$ cat src/rtl/mem_arb_pkg.sv
// Shared types and default sizes for the data-memory arbiter.
// Optional feature macro: MEM_ARB_RR_EN (round-robin arbitration instead of CPU priority).
package mem_arb_pkg;

  localparam int unsigned DEF_WIDTH      = 32;
  localparam int unsigned DEF_MEM_LAT    = 2;
  localparam int unsigned DEF_STARVE_MAX = 4;

  typedef logic [1:0] state_t;
  localparam state_t IDLE = 2'd0;
  localparam state_t BUSY = 2'd1;
  localparam state_t DONE = 2'd2;

  typedef enum logic {
    OWN_CPU = 1'b0,
    OWN_LD  = 1'b1
  } owner_e;

endpackage

$ cat src/rtl/mem_arb_grant.sv
// Grant decision between CPU and loader, with starvation counter (default) or
// round-robin last-owner register when MEM_ARB_RR_EN is defined.
module mem_arb_grant
  import mem_arb_pkg::*;
`ifndef MEM_ARB_RR_EN
#(
  parameter int unsigned STARVE_MAX = DEF_STARVE_MAX
)
`endif
(
  input  logic clk_i,
  input  logic rst_ni,
  input  logic arb_en_i,
  input  logic cpu_req_i,
  input  logic ld_req_i,
  output logic gnt_o,
  output logic owner_o
);

  assign gnt_o = arb_en_i & (cpu_req_i | ld_req_i);

`ifdef MEM_ARB_RR_EN
  logic last_q;

  always_comb begin
    if (cpu_req_i && ld_req_i) begin
      owner_o = (last_q == OWN_CPU) ? OWN_LD : OWN_CPU;
    end else begin
      owner_o = ld_req_i ? OWN_LD : OWN_CPU;
    end
  end

  // Resets to loader so the CPU takes the first contention.
  always_ff @(posedge clk_i or negedge rst_ni) begin
    if (!rst_ni) begin
      last_q <= OWN_LD;
    end else if (gnt_o) begin
      last_q <= owner_o;
    end
  end
`else
  localparam int unsigned CntW = (STARVE_MAX > 0) ? $clog2(STARVE_MAX + 1) : 1;

  logic [CntW-1:0] starve_q, starve_d;
  logic            starved;

  assign starved = (starve_q == CntW'(STARVE_MAX));

  always_comb begin
    owner_o  = OWN_CPU;
    starve_d = starve_q;
    if (cpu_req_i && ld_req_i) begin
      if (starved) begin
        owner_o  = OWN_LD;
        starve_d = '0;
      end else begin
        starve_d = starve_q + 1'b1;
      end
    end else if (ld_req_i) begin
      owner_o  = OWN_LD;
      starve_d = '0;
    end
  end

  always_ff @(posedge clk_i or negedge rst_ni) begin
    if (!rst_ni) begin
      starve_q <= '0;
    end else if (gnt_o) begin
      starve_q <= starve_d;
    end
  end
`endif

endmodule

$ cat src/rtl/mem_data_arbiter.sv
// Data-memory arbiter between the MEM stage and the loader/debug port.
// Optional feature macro: MEM_ARB_RR_EN (round-robin arbitration, no starvation counter).
module mem_data_arbiter
  import mem_arb_pkg::*;
#(
  parameter int unsigned WIDTH   = DEF_WIDTH,
  parameter int unsigned MEM_LAT = DEF_MEM_LAT
`ifndef MEM_ARB_RR_EN
  ,
  parameter int unsigned STARVE_MAX = DEF_STARVE_MAX
`endif
) (
  input  logic             i_clk,
  input  logic             i_rst_n,
  input  logic             i_cpu_req,
  input  logic             i_cpu_we,
  input  logic [WIDTH-1:0] i_cpu_addr,
  input  logic [WIDTH-1:0] i_cpu_wdata,
  output logic             o_cpu_stall,
  output logic             o_cpu_valid,
  output logic [WIDTH-1:0] o_cpu_rdata,
  input  logic             i_ld_req,
  input  logic             i_ld_we,
  input  logic [WIDTH-1:0] i_ld_addr,
  input  logic [WIDTH-1:0] i_ld_wdata,
  output logic             o_ld_gnt,
  output logic             o_ld_valid,
  output logic [WIDTH-1:0] o_ld_rdata,
  output logic             o_mem_read,
  output logic             o_mem_write,
  output logic [WIDTH-1:0] o_mem_addr,
  output logic [WIDTH-1:0] o_mem_wdata,
  input  logic [WIDTH-1:0] i_mem_rdata
);

  localparam int unsigned CntW = (MEM_LAT > 1) ? $clog2(MEM_LAT) : 1;

  state_t           state_q, state_d;
  logic [CntW-1:0]  cnt_q, cnt_d;
  logic             load;
  logic             owner_q, we_q;
  logic [WIDTH-1:0] addr_q, wdata_q;
  logic [WIDTH-1:0] cpu_rdata_q, ld_rdata_q;
  logic             gnt, gnt_owner, sel_ld;
  logic             arb_en, busy, done, capture;

  assign arb_en = (state_q == IDLE);
  assign sel_ld = (gnt_owner == OWN_LD);

`ifdef MEM_ARB_RR_EN
  mem_arb_grant u_grant (
    .clk_i     (i_clk),
    .rst_ni    (i_rst_n),
    .arb_en_i  (arb_en),
    .cpu_req_i (i_cpu_req),
    .ld_req_i  (i_ld_req),
    .gnt_o     (gnt),
    .owner_o   (gnt_owner)
  );
`else
  mem_arb_grant #(
    .STARVE_MAX (STARVE_MAX)
  ) u_grant (
    .clk_i     (i_clk),
    .rst_ni    (i_rst_n),
    .arb_en_i  (arb_en),
    .cpu_req_i (i_cpu_req),
    .ld_req_i  (i_ld_req),
    .gnt_o     (gnt),
    .owner_o   (gnt_owner)
  );
`endif

  always_comb begin
    state_d = state_q;
    cnt_d   = cnt_q;
    load    = 1'b0;
    case (state_q)
      IDLE: begin
        if (gnt) begin
          state_d = BUSY;
          cnt_d   = CntW'(MEM_LAT - 1);
          load    = 1'b1;
        end
      end
      BUSY: begin
        if (cnt_q != '0) begin
          cnt_d = cnt_q - 1'b1;
        end else begin
          state_d = DONE;
        end
      end
      DONE:    state_d = IDLE;
      default: state_d = IDLE;
    endcase
  end

  always_ff @(posedge i_clk or negedge i_rst_n) begin
    if (!i_rst_n) begin
      state_q <= IDLE;
      cnt_q   <= '0;
    end else begin
      state_q <= state_d;
      cnt_q   <= cnt_d;
    end
  end

  // Command latch: memory sees a stable command for the whole access.
  always_ff @(posedge i_clk or negedge i_rst_n) begin
    if (!i_rst_n) begin
      owner_q <= OWN_CPU;
      we_q    <= 1'b0;
      addr_q  <= '0;
      wdata_q <= '0;
    end else if (load) begin
      owner_q <= gnt_owner;
      we_q    <= sel_ld ? i_ld_we    : i_cpu_we;
      addr_q  <= sel_ld ? i_ld_addr  : i_cpu_addr;
      wdata_q <= sel_ld ? i_ld_wdata : i_cpu_wdata;
    end
  end

  assign busy    = (state_q == BUSY);
  assign done    = (state_q == DONE);
  assign capture = busy & (cnt_q == '0) & ~we_q;

  always_ff @(posedge i_clk or negedge i_rst_n) begin
    if (!i_rst_n) begin
      cpu_rdata_q <= '0;
      ld_rdata_q  <= '0;
    end else if (capture) begin
      if (owner_q == OWN_LD) begin
        ld_rdata_q <= i_mem_rdata;
      end else begin
        cpu_rdata_q <= i_mem_rdata;
      end
    end
  end

  assign o_mem_read  = busy & ~we_q;
  assign o_mem_write = busy & we_q;
  assign o_mem_addr  = addr_q;
  assign o_mem_wdata = wdata_q;

  assign o_cpu_valid = done & (owner_q == OWN_CPU);
  assign o_ld_valid  = done & (owner_q == OWN_LD);
  assign o_cpu_rdata = cpu_rdata_q;
  assign o_ld_rdata  = ld_rdata_q;

  assign o_cpu_stall = i_cpu_req & ~o_cpu_valid;
  assign o_ld_gnt    = gnt & sel_ld;

endmodule

$ cat config.mk
export PLATFORM = sky130hd
export DESIGN_NAME = mem_data_arbiter
export DESIGN_NICKNAME = d
export VERILOG_FILES = /design/src/rtl/mem_arb_pkg.sv /design/src/rtl/mem_arb_grant.sv /design/src/rtl/mem_data_arbiter.sv
export SDC_FILE = /design/constraint.sdc
export NUM_CORES = 1
export LEC_CHECK = 0
export CORE_MARGIN = 2
export CORE_UTILIZATION = 43
export CTS_CLUSTER_DIAMETER = 40
export DETAILED_ROUTE_END_ITERATION = 16
export PLACE_DENSITY = 0.95
export REMOVE_ABC_BUFFERS = 1
export SETUP_SLACK_MARGIN = 0.15
export SLEW_MARGIN = 15
export SYNTH_ARGS = -nofsm -noshare
export SYNTH_HDL_FRONTEND = slang
export SYNTH_HIERARCHICAL = 1
export SYNTH_SLANG_ARGS = --single-unit
$ cat constraint.sdc
create_clock -name i_clk -period 3.2 [get_ports i_clk]
set_input_delay 0.48 -clock i_clk [delete_from_list [all_inputs] [get_ports i_clk]]
set_output_delay 0.48 -clock i_clk [all_outputs]
set_load 0.01 [all_outputs]
==> results of run 1 <==
flip-flops by register name, indices dropped and copies added (netlist names):
name / flops
u_grant/starve_q: 3
owner_q: 1
o_cpu_rdata: 32
o_mem_addr: 32
state_q: 2
o_mem_wdata: 32
o_ld_rdata: 32
we_q: 1
cnt_q: 1
power groups by stage:
stage          Sequential [uW]  Combinational (uW)  Clock, uW
2_1_floorplan             3450                1550          0
3_3_place_gp              3080                4110          0
3_5_place_dp              3140                4270          0
4_1_cts                   3160                4320       1840
5_1_grt                   3260                4550       1920
6_report                  3160                4280       1810
stage by stage:
stage	total power, uW	hold slack, ps	instance area (um^2)	setup slack [ps]
2_1_floorplan	4997	184.4	5705	-2643
5_1_grt	9731	313.3	9570	500.7
4_1_cts	9315	267.4	9570	604.8
3_5_place_dp	7411	496.2	9025	700.6
6_report	9245	150.6	9570	631.9
3_3_place_gp	7188	471.2	9025	734.1
worst paths after layout:
| path | end | slack, ps |
|---|---|---|
| min in group i_clk | u_grant/starve_q[0]$_DFFE_PN0P_ | 510 |
| max | o_ld_gnt | 630 |
| max reg2reg | o_mem_wdata[18]$_DFFE_PN0P_ | 1020 |
| min reg2reg | u_grant/starve_q[0]$_DFFE_PN0P_ | 510 |
| max in group asynchronous | o_cpu_rdata[31]$_DFFE_PN0P_ | 2210 |
| min | o_cpu_rdata[21]$_DFFE_PN0P_ | 150 |
final cells by class:
| cell class | count | area share |
|---|---|---|
| flip-flops and latches | 136 | 0.3556 |
| clock inverters | 12 | 0.01072 |
| clock buffers | 19 | 0.04628 |
| well taps | 176 | 0.02301 |
| inverters | 3 | 0.001177 |
| multi-input cells | 292 | 0.2417 |
| repair buffers | 305 | 0.3215 |
critical path, stage by stage (launching register included):
cell                              delay (ps)
sky130_fd_sc_hd__dfrtp_1                 500
sky130_fd_sc_hd__nor2_1                  260
sky130_fd_sc_hd__o21a_1                  230
sky130_fd_sc_hd__and2_1                  140
sky130_fd_sc_hd__clkdlybuf4s50_1         540
per-layer routing:
layer	vias up	share of wire
met2	244	0.49
met5	-	0
met1	2264	0.37
li1	2195	-
met3	46	0.10
met4	0	0.037
cells by family after synthesis:
logic type,count (synthesis),share of synthesized area
multiplexers,131,0.2567
AND/OR/NAND/NOR,86,0.06528
flip-flops,136,0.5803
AO/OA/AOI/OAI,73,0.06443
buffers and inverters,33,0.02901
adder cells (fa/ha/maj),2,0.004266
cells in the final DEF (no fill, tap or decap), types with 2 or more instances in the layout:
cell,synthesis,routed
sky130_fd_sc_hd__inv_1,3,3
sky130_fd_sc_hd__buf_4,0,3
sky130_fd_sc_hd__clkinv_4,0,2
sky130_fd_sc_hd__dfrtp_1,136,136
sky130_fd_sc_hd__ha_1,2,2
sky130_fd_sc_hd__clkbuf_16,0,17
sky130_fd_sc_hd__inv_6,0,2
sky130_fd_sc_hd__mux2_2,33,33
sky130_fd_sc_hd__mux2_4,30,30
sky130_fd_sc_hd__nor2_1,69,69
sky130_fd_sc_hd__nand2_1,4,4
sky130_fd_sc_hd__mux2_1,2,2
sky130_fd_sc_hd__a21oi_1,67,67
sky130_fd_sc_hd__nor3b_1,2,2
sky130_fd_sc_hd__buf_12,0,3
sky130_fd_sc_hd__mux2i_1,66,66
sky130_fd_sc_hd__o21ai_0,3,3
sky130_fd_sc_hd__clkdlybuf4s50_1,0,298
sky130_fd_sc_hd__clkinv_2,0,6
==> results.txt, run 1 <==
----------------------------------------------------
[Power and ir drop]
  Internal Pwr Total ... 6128 uW
  Clk network pwr share ... 0.196
  Leakage power total ... 0.004030 uW
  Combinational group share of total power ... 0.463
  Power density over the cells ... 966.0 nW/um^2
  Switching power share of the total ... 0.3371
  Sequential power share ... 0.342
  Max VDD drop ... 658.0 uV
  Switch Pwr ... 3117 uW

[Yosys]
  Primary FF master, synth ... sky130_fd_sc_hd__dfrtp_1
  Sequential fraction of the synthesis area ... 0.5803
  Total standard cell area after synthesis ... 5864 um^2
  Syn avg cell area ... 12.72 um^2
  Top cell types by occurrence after synthesis ... 136 x sky130_fd_sc_hd__dfrtp_1, 69 x sky130_fd_sc_hd__nor2_1, 67 x sky130_fd_sc_hd__a21oi_1, 66 x sky130_fd_sc_hd__mux2i_1, 33 x sky130_fd_sc_hd__mux2_2
  Number of register bits inferred by synthesis ... 136
  Mapped Cells ... 461
  Main area contributors after synthesis ... sky130_fd_sc_hd__dfrtp_1 58%, sky130_fd_sc_hd__mux2i_1 11%, sky130_fd_sc_hd__mux2_4 7.7%
  Portion of synthesized cell area occupied by the leading cell type ... 0.5803
  Yosys warns ... 6
  Fraction of synthesis flops using an asynchronous set or reset pin ... 1.000
  Netlist cell types ... 29
  Cell type with the highest aggregate area in the netlist ... sky130_fd_sc_hd__dfrtp_1
  Most instantiated library cell after synthesis ... sky130_fd_sc_hd__dfrtp_1
  Count of flip-flops with a built-in enable after synthesis ... 0

[STA]
  Final-layout setup total negative slack ... 0 ps
  Portion of the clock cycle consumed by the worst path in the final layout ... 0.8025
  Worst clock skew ... 7.567 ps
  Min Tclk post-route ... 2568 ps
  Slew of the pin with the lowest slew margin ... 1067 ps
  Total count of hold-check failures in the final report ... 0
  Worst rel slew slack ... 0.2886
  Setup repair after global routing missed its margin ... false
  Achievable frequency ... 0.3894 GHz
  Setup violation total in the final timing report ... 0
  Number of pins exceeding their max-slew limit in the final report ... 0

[Global routing]
  Largest net degree at the start of global routing ... 116
  GR met2 Demand/Resource ... 0.4181
  Global routing usage on met3 ... 0.09575
  Peak-usage layer in the global routing report ... met2
  Vias in the first global route ... 5147
  Gr ovfl total ... 0
  Antenna violations before repair ... 0
  Overall track demand over capacity in global routing ... 0.2440
  Met1 usage ... 0.2611
  First-pass GRT wire length ... 27030 um

[Worst setup path]
  Largest driver fanout on the critical path ... 8
  Crit path launch ... state_q[0]$_DFFE_PN0P_
  CP Data Required Time ... 2720 ps
  Origin of the critical flop-to-flop path ... state_q[0]$_DFFE_PN0P_
  Endpoint arrival time on the critical path ... 2090 ps
  Kind of launch point of the worst setup path ... flop
  Critical Path End Type ... output port
  Reg2Reg Depth ... 6
  Type of the worst setup path ... reg -> out

[Layout]
  Fraction of layout cells with a size suffix above 1 ... 0.1395
  Area Growth Syn to Fin ... 63.20%
  Number of antenna diodes ... 0
  Final Net Count ... 923
  Footprint of the flip-flops and latches ... 3403 um^2
  End-of-flow core utilization ... 0.7198
  Total area of multi-input combinational cells ... 2313 um^2
  Layout filler cell count ... 847
  Number of non-filler instances in the completed layout ... 943

[Clock tree]
  Max Root-Sink Buffers ... 2
  Max H-tree Level ... 4
  Worst-skew pair later-pin latency ... 410 ps
  Setup bufs post-CTS ... 0
  Cts repair resizes ... 0
  Clock tree from TritonCTS ... yes
  Post-CTS clock slew at the launch and capture registers of the worst setup and hold paths ... 60 ps
  Cts bufs inserted ... 17
  Sink Count ... 136
  Number of hold buffers added after CTS ... 0
  CTS Root Cell ... sky130_fd_sc_hd__clkbuf_16

[Floorplanning]
  Die span in y ... 120.8 um
  Floorplan row count ... 42
  DIE AREA ... 14590 um^2
  Die Wd ... 120.8 um
  Core outline area ... 13300 um^2
  I/O Pins ... 300
  Initial core utilization ... 0.4411

[Route]
  Number of detailed-routing iterations run before antenna repair ... 4
  Antenna violation net count after detailed routing ... 0
  Final wirelength ... 17610 um
  Routed WL per cell ... 18.67 um
  Vias per inst ... 5.036
  Routed vias ... 4749
  Remaining DRCs ... 0
  Iteration-0 DRC Markers ... 256

[Placed design]
  Final Wtd Congestion ... 0.8149
  Port Buffer Count ... 299
  Cell count after placement ... 912
  Dpl hpwl ... 12590 um

[Hold path]
  Classification of the worst-slack hold path ... in -> async

[Run status]
  Outcome ... complete, no violations

[Flow run]
  Total of max-cap violations ... 0

----------------------------------------------------
Power figures use the tool's default switching activity.
==> run 2, diff against run 1 <==
--- a/config.mk
+++ b/config.mk
@@ -6,10 +6,10 @@
 export NUM_CORES = 1
 export LEC_CHECK = 0
 export CORE_MARGIN = 2
-export CORE_UTILIZATION = 43
+export CORE_UTILIZATION = 40
 export CTS_CLUSTER_DIAMETER = 40
 export DETAILED_ROUTE_END_ITERATION = 16
-export PLACE_DENSITY = 0.95
+export PLACE_DENSITY = 0.91
 export REMOVE_ABC_BUFFERS = 1
 export SETUP_SLACK_MARGIN = 0.15
 export SLEW_MARGIN = 15
==> constraint.sdc (replaced) <==
create_clock -name i_clk -period 2.6 [get_ports i_clk]
set_input_delay 0.39 -clock i_clk [delete_from_list [all_inputs] [get_ports i_clk]]
set_output_delay 0.39 -clock i_clk [all_outputs]
set_load 0.01 [all_outputs]
==> results.txt, run 2 (synthesis gave the netlist of run 1 again) <==
----------------------------------------------------
[STA]
  Setup violation total in the final timing report ... 0
  Achievable frequency ... 0.4212 GHz
  Setup repair after global routing missed its margin ... true
  Slew of the pin with the lowest slew margin ... 633.9 ps
  Worst setup slack after layout ... 225.8 ps
  Portion of the clock cycle consumed by the worst path in the final layout ... 0.9132
  Final-layout setup total negative slack ... 0 ps
  Number of pins exceeding their max-slew limit in the final report ... 0
  Worst clock skew ... 6.961 ps
  Min Tclk post-route ... 2374 ps
  Worst rel slew slack ... 0.5774
  Total count of hold-check failures in the final report ... 0

[Layout]
  Final Net Count ... 924
  Layout filler cell count ... 1067
  Area Growth Syn to Fin ... 65.03%
  Total area of multi-input combinational cells ... 2326 um^2
  Number of non-filler instances in the completed layout ... 954
  Commonest non-fill, non-tap cell in the layout ... sky130_fd_sc_hd__clkdlybuf4s50_1
  Most frequent cells in the layout ... 298 x sky130_fd_sc_hd__clkdlybuf4s50_1, 135 x sky130_fd_sc_hd__dfrtp_1, 68 x sky130_fd_sc_hd__nor2_1
  Footprint of the flip-flops and latches ... 3405 um^2
  End-of-flow core utilization ... 0.6710
  Fraction of layout cells with a size suffix above 1 ... 0.1443

[Worst setup path]
  Origin of the critical flop-to-flop path ... state_q[1]$_DFFE_PN0P_
  Endpoint arrival time on the critical path ... 1980 ps
  CP max-delay cell ... sky130_fd_sc_hd__clkdlybuf4s50_1
  Cell-by-cell listing of the critical path ... inv_1, ha_1, a21boi_2, nor2b_4, and2_1, clkdlybuf4s50_1
  CP Data Required Time ... 2210 ps
  Stage delay of the slowest cell on the critical path ... 470 ps
  Type of the worst setup path ... reg -> out
  Crit path launch ... u_grant/starve_q[0]$_DFFE_PN0P_
  Number of buffer and inverter instances along the worst setup path ... 2
  Critical Path End Type ... output port
  Largest driver fanout on the critical path ... 4
  Kind of launch point of the worst setup path ... flop
  Dominant delay contributor by cell family on the critical path ... buffers and inverters

[Clock tree]
  Max Root-Sink Buffers ... 2
  Worst-skew pair later-pin latency ... 410 ps
  Post-CTS clock slew at the launch and capture registers of the worst setup and hold paths ... 60 ps
  Clock tree from TritonCTS ... yes
  Cts bufs inserted ... 17
  Sink Count ... 136
  Max H-tree Level ... 4
  CTS Root Cell ... sky130_fd_sc_hd__clkbuf_16
  Setup bufs post-CTS ... 0

[Placed design]
  Dpl hpwl ... 12010 um
  Final Wtd Congestion ... 0.7620
  Port Buffer Count ... 299
  Cell count after placement ... 920
  Pre-CTS setup slack ... 272.2 ps

[Power and ir drop]
  Leakage power total ... 0.004063 uW
  Max VDD drop ... 839.0 uV
  Power density over the cells ... 1189 nW/um^2

[Global routing]
  Largest net degree at the start of global routing ... 125
  Antenna violations before repair ... 1
  Met1 usage ... 0.2476
  Vias in the first global route ... 4925
  Overall track demand over capacity in global routing ... 0.2162
  First-pass GRT wire length ... 26390 um
  Peak-usage layer in the global routing report ... met2
  Gr ovfl total ... 0
  Global routing usage on met3 ... 0.09071
  GR met2 Demand/Resource ... 0.3635

[Floorplanning]
  Core outline area ... 14420 um^2
  Die Wd ... 125.1 um
  Die span in y ... 125.1 um
  I/O Pins ... 300
  Initial core utilization ... 0.4066
  Floorplan row count ... 44
  DIE AREA ... 15650 um^2

[Route]
  Number of detailed-routing iterations run before antenna repair ... 4
  Antenna violation net count after detailed routing ... 0
  Remaining DRCs ... 0
  Routed vias ... 4692
  Routed WL per cell ... 17.55 um
  Vias per inst ... 4.918
  Final wirelength ... 16740 um
  Iteration-0 DRC Markers ... 185

[Run status]
  Outcome ... complete, no violations

[Hold path]
  Classification of the worst-slack hold path ... in -> async

[Flow run]
  Total of max-cap violations ... 0

----------------------------------------------------
run 2: changes by cell type in the layout (fill, tap and decap cells not counted), moves of 2 or more:
cell and delta:
sky130_fd_sc_hd__inv_6 -2, sky130_fd_sc_hd__clkbuf_8 +2, sky130_fd_sc_hd__bufinv_16 +2, sky130_fd_sc_hd__clkinv_2 -3
run 2: area by class of cell:
type,instances,area share
Sequential cell,136,0.3518
Clock inverter,11,0.01513
Tap cell,184,0.02379
Multi-Input combinational cell,292,0.2403
Inverter,3,0.001164
Antenna cell,1,0.0002586
Clock buffer,21,0.04861
Timing Repair Buffer,306,0.3189
run 2: timing repair:
item / CTS / global route
endpoints found under the hold margin: 31 / 0
hold buffers: 1 / 0
setup endpoints to repair: 1 / 1
gates resized for setup: 1 / 3
run 2: metrics by stage:
stage               instance area, um^2  total power (uW)  hold WS (ps)
detailed placement                 9035              9023         297.4
floorplan                          5705              6058         94.41
global route                       9678             12170         440.9
finish                             9678             11510         423.6
global placement                   9035              8832         292.8
CTS                                9664             11600         428.6
run 2: power breakdown:
group          switching [uW]  internal, uW  leakage (uW)
sequential                653          3190       0.00156
combinational            2150          3010       0.00220
clock                     920          1580      0.000299
run 2: final timing paths:
kind	to	slack [ps]	depth (start not counted)
setup / recovery	o_ld_gnt	230	6
hold / removal	o_mem_addr[17]$_DFFE_PN0P_	420	2
setup reg to reg	o_ld_rdata[25]$_DFFE_PN0P_	590	3
hold reg to reg	o_cpu_rdata[5]$_DFFE_PN0P_	490	1
max in group asynchronous	o_cpu_rdata[23]$_DFFE_PN0P_	1420	3
min in group i_clk	o_cpu_rdata[5]$_DFFE_PN0P_	490	1
run 2: per-layer routing:
metal	vias up	part of all wire
met5	-	0
met4	0	0.018
met3	25	0.094
met2	199	0.50
met1	2273	0.39
li1	2195	-
